<file path="src/rtl/spi_ram_pkg.sv">
// spi_ram_pkg: shared types and default sizing for the SPI-attached RAM.
// Optional feature macro: SPI_RAM_AUTOINC_EN (address auto-increment).
package spi_ram_pkg;

    // Default geometry. MEM_DEPTH must equal 2**ADDR_SIZE, so address
    // arithmetic wraps naturally at the top of the array.
    localparam int DEF_MEM_DEPTH = 256;
    localparam int DEF_ADDR_SIZE = 8;
    localparam int DEF_TX_HOLD   = 9;

    // Command encoding carried in din[9:8].
    typedef enum logic [1:0] {
        CMD_WR_ADDR = 2'b00,
        CMD_WR_DATA = 2'b01,
        CMD_RD_ADDR = 2'b10,
        CMD_RD_DATA = 2'b11
    } spi_cmd_t;

    // TX window FSM states.
    typedef enum logic {
        ST_IDLE = 1'b0,
        ST_HOLD = 1'b1
    } tx_state_t;

endpackage : spi_ram_pkg

</file>
<file path="src/rtl/spi_ram_if.sv">
// spi_ram_if: parallel word link between the SPI slave (master side)
// and the RAM (slave side).
interface spi_ram_if;
    logic [9:0] din;
    logic       rx_valid;
    logic [7:0] dout;
    logic       tx_valid;

    // SPI slave: presents command words, consumes read data.
    modport master (
        output din,
        output rx_valid,
        input  dout,
        input  tx_valid
    );

    // RAM: consumes command words, returns read data.
    modport slave (
        input  din,
        input  rx_valid,
        output dout,
        output tx_valid
    );
endinterface : spi_ram_if

</file>
<file path="src/rtl/spi_ram_tx_timer.sv">
// spi_ram_tx_timer: holds tx_valid high for TX_HOLD cycles after each
// start pulse. A start during the window restarts the count without a gap.
module spi_ram_tx_timer
    import spi_ram_pkg::*;
#(
    parameter int TX_HOLD = DEF_TX_HOLD
) (
    input  logic clk,
    input  logic rst_n,
    input  logic start,
    output logic tx_valid
);

    localparam int               CNT_W  = $clog2(TX_HOLD);
    localparam logic [CNT_W-1:0] RELOAD = CNT_W'(TX_HOLD - 1);

    tx_state_t        state_q;
    logic [CNT_W-1:0] hold_cnt_q;
    logic             tx_valid_q;

    // IDLE/HOLD window FSM; tx_valid is registered alongside the state.
    always_ff @(posedge clk or negedge rst_n) begin
        if (!rst_n) begin
            state_q    <= ST_IDLE;
            hold_cnt_q <= '0;
            tx_valid_q <= 1'b0;
        end else begin
            case (state_q)
                ST_IDLE: begin
                    if (start) begin
                        state_q    <= ST_HOLD;
                        hold_cnt_q <= RELOAD;
                        tx_valid_q <= 1'b1;
                    end
                end
                ST_HOLD: begin
                    if (start) begin
                        hold_cnt_q <= RELOAD;
                    end else if (hold_cnt_q == '0) begin
                        state_q    <= ST_IDLE;
                        tx_valid_q <= 1'b0;
                    end else begin
                        hold_cnt_q <= hold_cnt_q - 1'b1;
                    end
                end
                default: begin
                    state_q    <= ST_IDLE;
                    hold_cnt_q <= '0;
                    tx_valid_q <= 1'b0;
                end
            endcase
        end
    end

    assign tx_valid = tx_valid_q;

endmodule : spi_ram_tx_timer

</file>
<file path="src/rtl/spi_ram.sv">
// spi_ram: single-port RAM fed by 10-bit SPI command words. Decodes
// write-address / write-data / read-address / read-data commands and
// returns a registered read snapshot with a fixed-length tx_valid window.
// Optional feature macro: SPI_RAM_AUTOINC_EN -- when defined, wr_addr
// advances after each WR_DATA and rd_addr after each RD_DATA.
module spi_ram
    import spi_ram_pkg::*;
#(
    parameter int MEM_DEPTH = DEF_MEM_DEPTH,
    parameter int ADDR_SIZE = DEF_ADDR_SIZE,
    parameter int TX_HOLD   = DEF_TX_HOLD
) (
    input  logic      clk,
    input  logic      rst_n,
    spi_ram_if.slave  bus
);

    logic [7:0]           mem [0:MEM_DEPTH-1];

    spi_cmd_t             cmd;
    logic [ADDR_SIZE-1:0] wr_addr_q, wr_addr_d;
    logic [ADDR_SIZE-1:0] rd_addr_q, rd_addr_d;
    logic [7:0]           dout_q;
    logic                 mem_we;
    logic                 rd_en;
    logic                 tx_valid;

    // Command decode: next address values and write/read strobes.
    always_comb begin
        cmd       = spi_cmd_t'(bus.din[9:8]);
        wr_addr_d = wr_addr_q;
        rd_addr_d = rd_addr_q;
        mem_we    = 1'b0;
        rd_en     = 1'b0;
        if (bus.rx_valid) begin
            case (cmd)
                CMD_WR_ADDR: wr_addr_d = bus.din[ADDR_SIZE-1:0];
                CMD_WR_DATA: begin
                    mem_we = 1'b1;
`ifdef SPI_RAM_AUTOINC_EN
                    // Depth is a power of two, so the add wraps to 0.
                    wr_addr_d = wr_addr_q + 1'b1;
`endif
                end
                CMD_RD_ADDR: rd_addr_d = bus.din[ADDR_SIZE-1:0];
                CMD_RD_DATA: begin
                    rd_en = 1'b1;
`ifdef SPI_RAM_AUTOINC_EN
                    rd_addr_d = rd_addr_q + 1'b1;
`endif
                end
                default: ;
            endcase
        end
    end

    // Address registers.
    always_ff @(posedge clk or negedge rst_n) begin
        if (!rst_n) begin
            wr_addr_q <= '0;
            rd_addr_q <= '0;
        end else begin
            wr_addr_q <= wr_addr_d;
            rd_addr_q <= rd_addr_d;
        end
    end

    // Memory write port; contents deliberately survive reset.
    always_ff @(posedge clk) begin
        if (mem_we) begin
            mem[wr_addr_q] <= bus.din[7:0];
        end
    end

    // Registered read: dout is a snapshot taken on the RD_DATA edge and
    // is unaffected by later writes to the same address.
    always_ff @(posedge clk or negedge rst_n) begin
        if (!rst_n) begin
            dout_q <= '0;
        end else if (rd_en) begin
            dout_q <= mem[rd_addr_q];
        end
    end

    spi_ram_tx_timer #(
        .TX_HOLD (TX_HOLD)
    ) u_tx_timer (
        .clk      (clk),
        .rst_n    (rst_n),
        .start    (rd_en),
        .tx_valid (tx_valid)
    );

    assign bus.dout     = dout_q;
    assign bus.tx_valid = tx_valid;

endmodule : spi_ram

</file>
<file path="src/flat_wrapper.sv">
// flat-port wrapper written by rule: the top's interface ports become plain ports
module spi_ram_flat import spi_ram_pkg::*;
#(
    parameter int MEM_DEPTH = DEF_MEM_DEPTH,
    parameter int ADDR_SIZE = DEF_ADDR_SIZE,
    parameter int TX_HOLD   = DEF_TX_HOLD
)
  (clk, rst_n, bus_din, bus_rx_valid, bus_dout, bus_tx_valid);
  spi_ram_if bus_i ();
  input  logic clk;
  input  logic rst_n;
  input wire logic [$bits(bus_i.din)-1:0] bus_din;
  input wire logic [$bits(bus_i.rx_valid)-1:0] bus_rx_valid;
  output wire logic [$bits(bus_i.dout)-1:0] bus_dout;
  output wire logic [$bits(bus_i.tx_valid)-1:0] bus_tx_valid;
  assign bus_i.din = bus_din;
  assign bus_i.rx_valid = bus_rx_valid;
  assign bus_dout = bus_i.dout;
  assign bus_tx_valid = bus_i.tx_valid;
  spi_ram #(.MEM_DEPTH(MEM_DEPTH), .ADDR_SIZE(ADDR_SIZE), .TX_HOLD(TX_HOLD)) u_core (.clk(clk), .rst_n(rst_n), .bus(bus_i));
endmodule
</file>
<file path="config.mk">
export PLATFORM = sky130hd
export DESIGN_NAME = spi_ram_flat
export DESIGN_NICKNAME = d
export VERILOG_FILES = /design/src/rtl/spi_ram_pkg.sv /design/src/rtl/spi_ram_if.sv /design/src/rtl/spi_ram_tx_timer.sv /design/src/rtl/spi_ram.sv /design/src/flat_wrapper.sv
export SDC_FILE = /design/constraint.sdc
export NUM_CORES = 2
export LEC_CHECK = 0
export BUFFER_PORTS_ARGS = -buffer_cell sky130_fd_sc_hd__buf_2
export CAP_MARGIN = 10
export CELL_PAD_IN_SITES_DETAIL_PLACEMENT = 1
export CELL_PAD_IN_SITES_GLOBAL_PLACEMENT = 2
export CORE_UTILIZATION = 50
export DETAILED_ROUTE_END_ITERATION = 12
export GPL_TIMING_DRIVEN = 0
export HOLD_SLACK_MARGIN = 0.06
export PLACE_DENSITY_LB_ADDON = 0.1
export SKIP_CTS_REPAIR_TIMING = 1
export SYNTH_ARGS = -nofsm -noshare
export SYNTH_HDL_FRONTEND = slang
export SYNTH_SLANG_ARGS = --single-unit
</file>
<file path="constraint.sdc">
create_clock -name clk -period 2.79 [get_ports clk]
set_clock_uncertainty 0.15 [all_clocks]
set_input_delay 0.1395 -clock clk [delete_from_list [all_inputs] [get_ports clk]]
set_output_delay 0.1395 -clock clk [all_outputs]
set_load 0.01 [all_outputs]
</file>
==> flow_summary.toml <==
[critical_path]
cpMostUsedCell = "buf_16"
crit_chain = "buf_12 -> buf_16 -> buf_16 -> buf_16 -> buf_4 -> mux2i_1 -> o221ai_2 -> a21oi_1 -> nor3_2 -> nand3_1 -> or3_4 -> o311ai_2"
critical_path_class = "flop to flop"
cp-end-kind = "flop"
arrival_ns = 4.13
slowest_stage = "or3_4"
path_max_fanout = 7
cp_data_required_time_ns = 3.39
worst_setup_path_start_kind = "flop"
crit_path_max_incr_delay_ns = 0.52

[status]
violations = "setup timing"
status = "finished with violations"

[synth]
syn_area_um2 = 80900
syn-num-nets = 4047
synth_area_per_cell_um2 = 20.1
ys_top_cells_by_count = "edfxtp_1, mux2i_1, mux4_2, nor2_1, o22ai_1"
yosysSeqAreaShare = 0.769
synth_edf_count = 2048
synth_top_area_frac = 0.760
synth_most_common_cell = "edfxtp_1"
synthTopCellsByArea = "edfxtp_1, mux4_2, mux2i_1, nor2_1, o22ai_1"
ys.flop_type = "edfxtp_1"
synth_seq_cells = 2078
ys_async_sr_fraction = 0.0144
yosysTopAreaCell = "edfxtp_1"
ys.warnings.count = 0
yosysUniqueCellTypes = 60
synth_cells = 4032

[grt]
overflow = 0
grt_usage = 0.342
grt_first_pass_wirelength_um = 372000
antenna_found_initial = 14
grt_max_degree = 155
first_global_vias = 43012

[cts]
cts_tree = "yes"
root_buffer = "clkbuf_16"
htreeDepth = 4
clk_pin_slew_worst_paths_ns = 0.06
clock_sinks = 2078
clk_path_buf_depth = 3
numCtsBuffers = 210
clock_latency_ns = 0.86

[pwr]
p_leak_nw = 29.9
ir_drop_v = 0.000752
totalPowerFinal_w = 0.0756
p_per_area_nw_per_um2 = 802

[timing]
fmax_mhz = 283
finalCriticalPeriod_ns = 3.53
worstMarginPinSlew_ns = 1.45
hold_ws_ns = 0.179
finalHoldViolCount = 0
final-setup-viol-count = 1885
drv_slew = 0
tns_ns = -791.87
fin_ws_ns = -0.738
slew_headroom = 0.0306
rsz0062_at_grt = "true"
timing.final.crit_share = 1.26

[drt]
drt-initial-drc-count = 7283
post_drt_wl_per_cell_um = 42.0
dr_total_vias = 45359
final_antenna_net_count = 0
routed_wl_um = 282000
via_per_inst = 6.75
drt_pass1_iterations = 6
drc_errors = 0

[layout]
area_growth_pct = 16.6
drive_above_1_share = 0.280
fin_nets = 4391

[place]
portBuffers = 21
place_congestion = 0.964
dp_hpwl_um = 186000

[worst_hold_path]
hold_class = "input port to flop"

[floorplanning]
io_pins = 22
floorplan.die_area_um2 = 163000
rows = 147
core_um2 = 161000
chipHeight_um = 404
die_w_um = 404
start_util = 0.504

[flow_run]
cap_violations = 0
==> registers in the layout (all words and copies together), names as in the netlist <==
name / cells
u_core.u_tx_timer.state_q: 1
u_core.mem: 2048
u_core.rd_addr_q: 8
u_core.wr_addr_q: 8
u_core.bus.dout: 8
u_core.u_tx_timer.hold_cnt_q: 4
u_core.u_tx_timer.tx_valid: 1
==> cell usage in the layout, fill, tap and decap left out, drive strengths merged, types with 30 or more instances in the layout <==
cell type	count
a21oi	40
dfrtp	30
clkinv	86
o221ai	58
a211oi	33
edfxtp	2048
a22oi	40
o22ai	123
buf	274
nor2	287
mux4	354
nor3	33
nand3	37
o21ai	59
mux2i	393
nand2	98
clkbuf	367
==> worst max-delay path: cells and delay by family (launching register included) <==
kind | cells | cell delay [ns]
and+or+nand+nor | 3 | 1.28
buffers and inverters | 5 | 0.80
AOI/OAI and AO/OA | 3 | 0.58
DFF | 1 | 0.46
muxes | 1 | 0.12
==> routing by layer <==
metal  up-vias  global-route usage  share of wire
li1      17399                   -              -
met4        14               0.150          0.048
met3       548              0.0841           0.11
met5         -                   0        0.00054
met1     24438               0.498           0.40
met2      2960               0.492           0.44
==> per-stage QoR <==
| stage | instance area [um^2] | instances | setup WS [ns] | utilization |
|---|---|---|---|---|
| after floorplan | 80900 | 4032 | 0.238 | - |
| after global placement | 83700 | 6213 | -3.39 | 0.521 |
| after CTS | 90800 | 6623 | -2.48 | 0.565 |
| after detailed placement | 84300 | 6236 | -2.45 | 0.525 |
| final | 94300 | 6715 | -0.738 | 0.588 |
| after global routing | 94300 | 6711 | -0.668 | 0.587 |
==> layout make-up <==
| class | count | area, um^2 |
|---|---|---|
| Inverter | 6 | 26.3 |
| Clock buffer | 282 | 5630 |
| Sequential cell | 2078 | 62300 |
| Clock inverter | 105 | 797 |
| Multi-Input combinational cell | 1708 | 19000 |
| Buffer | 236 | 2390 |
| Timing Repair Buffer | 136 | 1510 |
| Fill cell | 13493 | 66200 |
| Antenna cell | 4 | 10.0 |
| Tap cell | 2160 | 2700 |
==> power breakdown <==
part | total, W | leakage (nW) | switching, W | internal [W]
registers | 0.0347 | 18.8 | 0.000262 | 0.0345
logic | 0.0139 | 7.98 | 0.00909 | 0.00481
clock network | 0.0270 | 3.13 | 0.0120 | 0.0150
==> cell families after synthesis <==
group / share of synthesized area
xor+xnor: 0.000325
fa+ha+maj: 0.000309
compound gates: 0.0352
mux: 0.150
simple gates: 0.0278
buf+inv: 0.0172
flops: 0.769
==> final timing paths <==
path | start | end | slack (ns) | cells past startpoint
worst max-delay path | u_core.rd_addr_q[0] | u_core.bus.dout[7] | -0.74 | 12
worst max register to register | u_core.rd_addr_q[0] | u_core.bus.dout[7] | -0.74 | 12
max in group asynchronous | rst_n | u_core.rd_addr_q[0] | 2.03 | 4
worst min register to register | u_core.u_tx_timer.state_q | u_core.u_tx_timer.tx_valid | 0.32 | 1
min in group asynchronous | rst_n | u_core.u_tx_timer.tx_valid | 0.21 | 4
worst min-delay path | bus_din[3] | u_core.mem[93][3] | 0.18 | 2
Power figures use the tool's default switching activity.
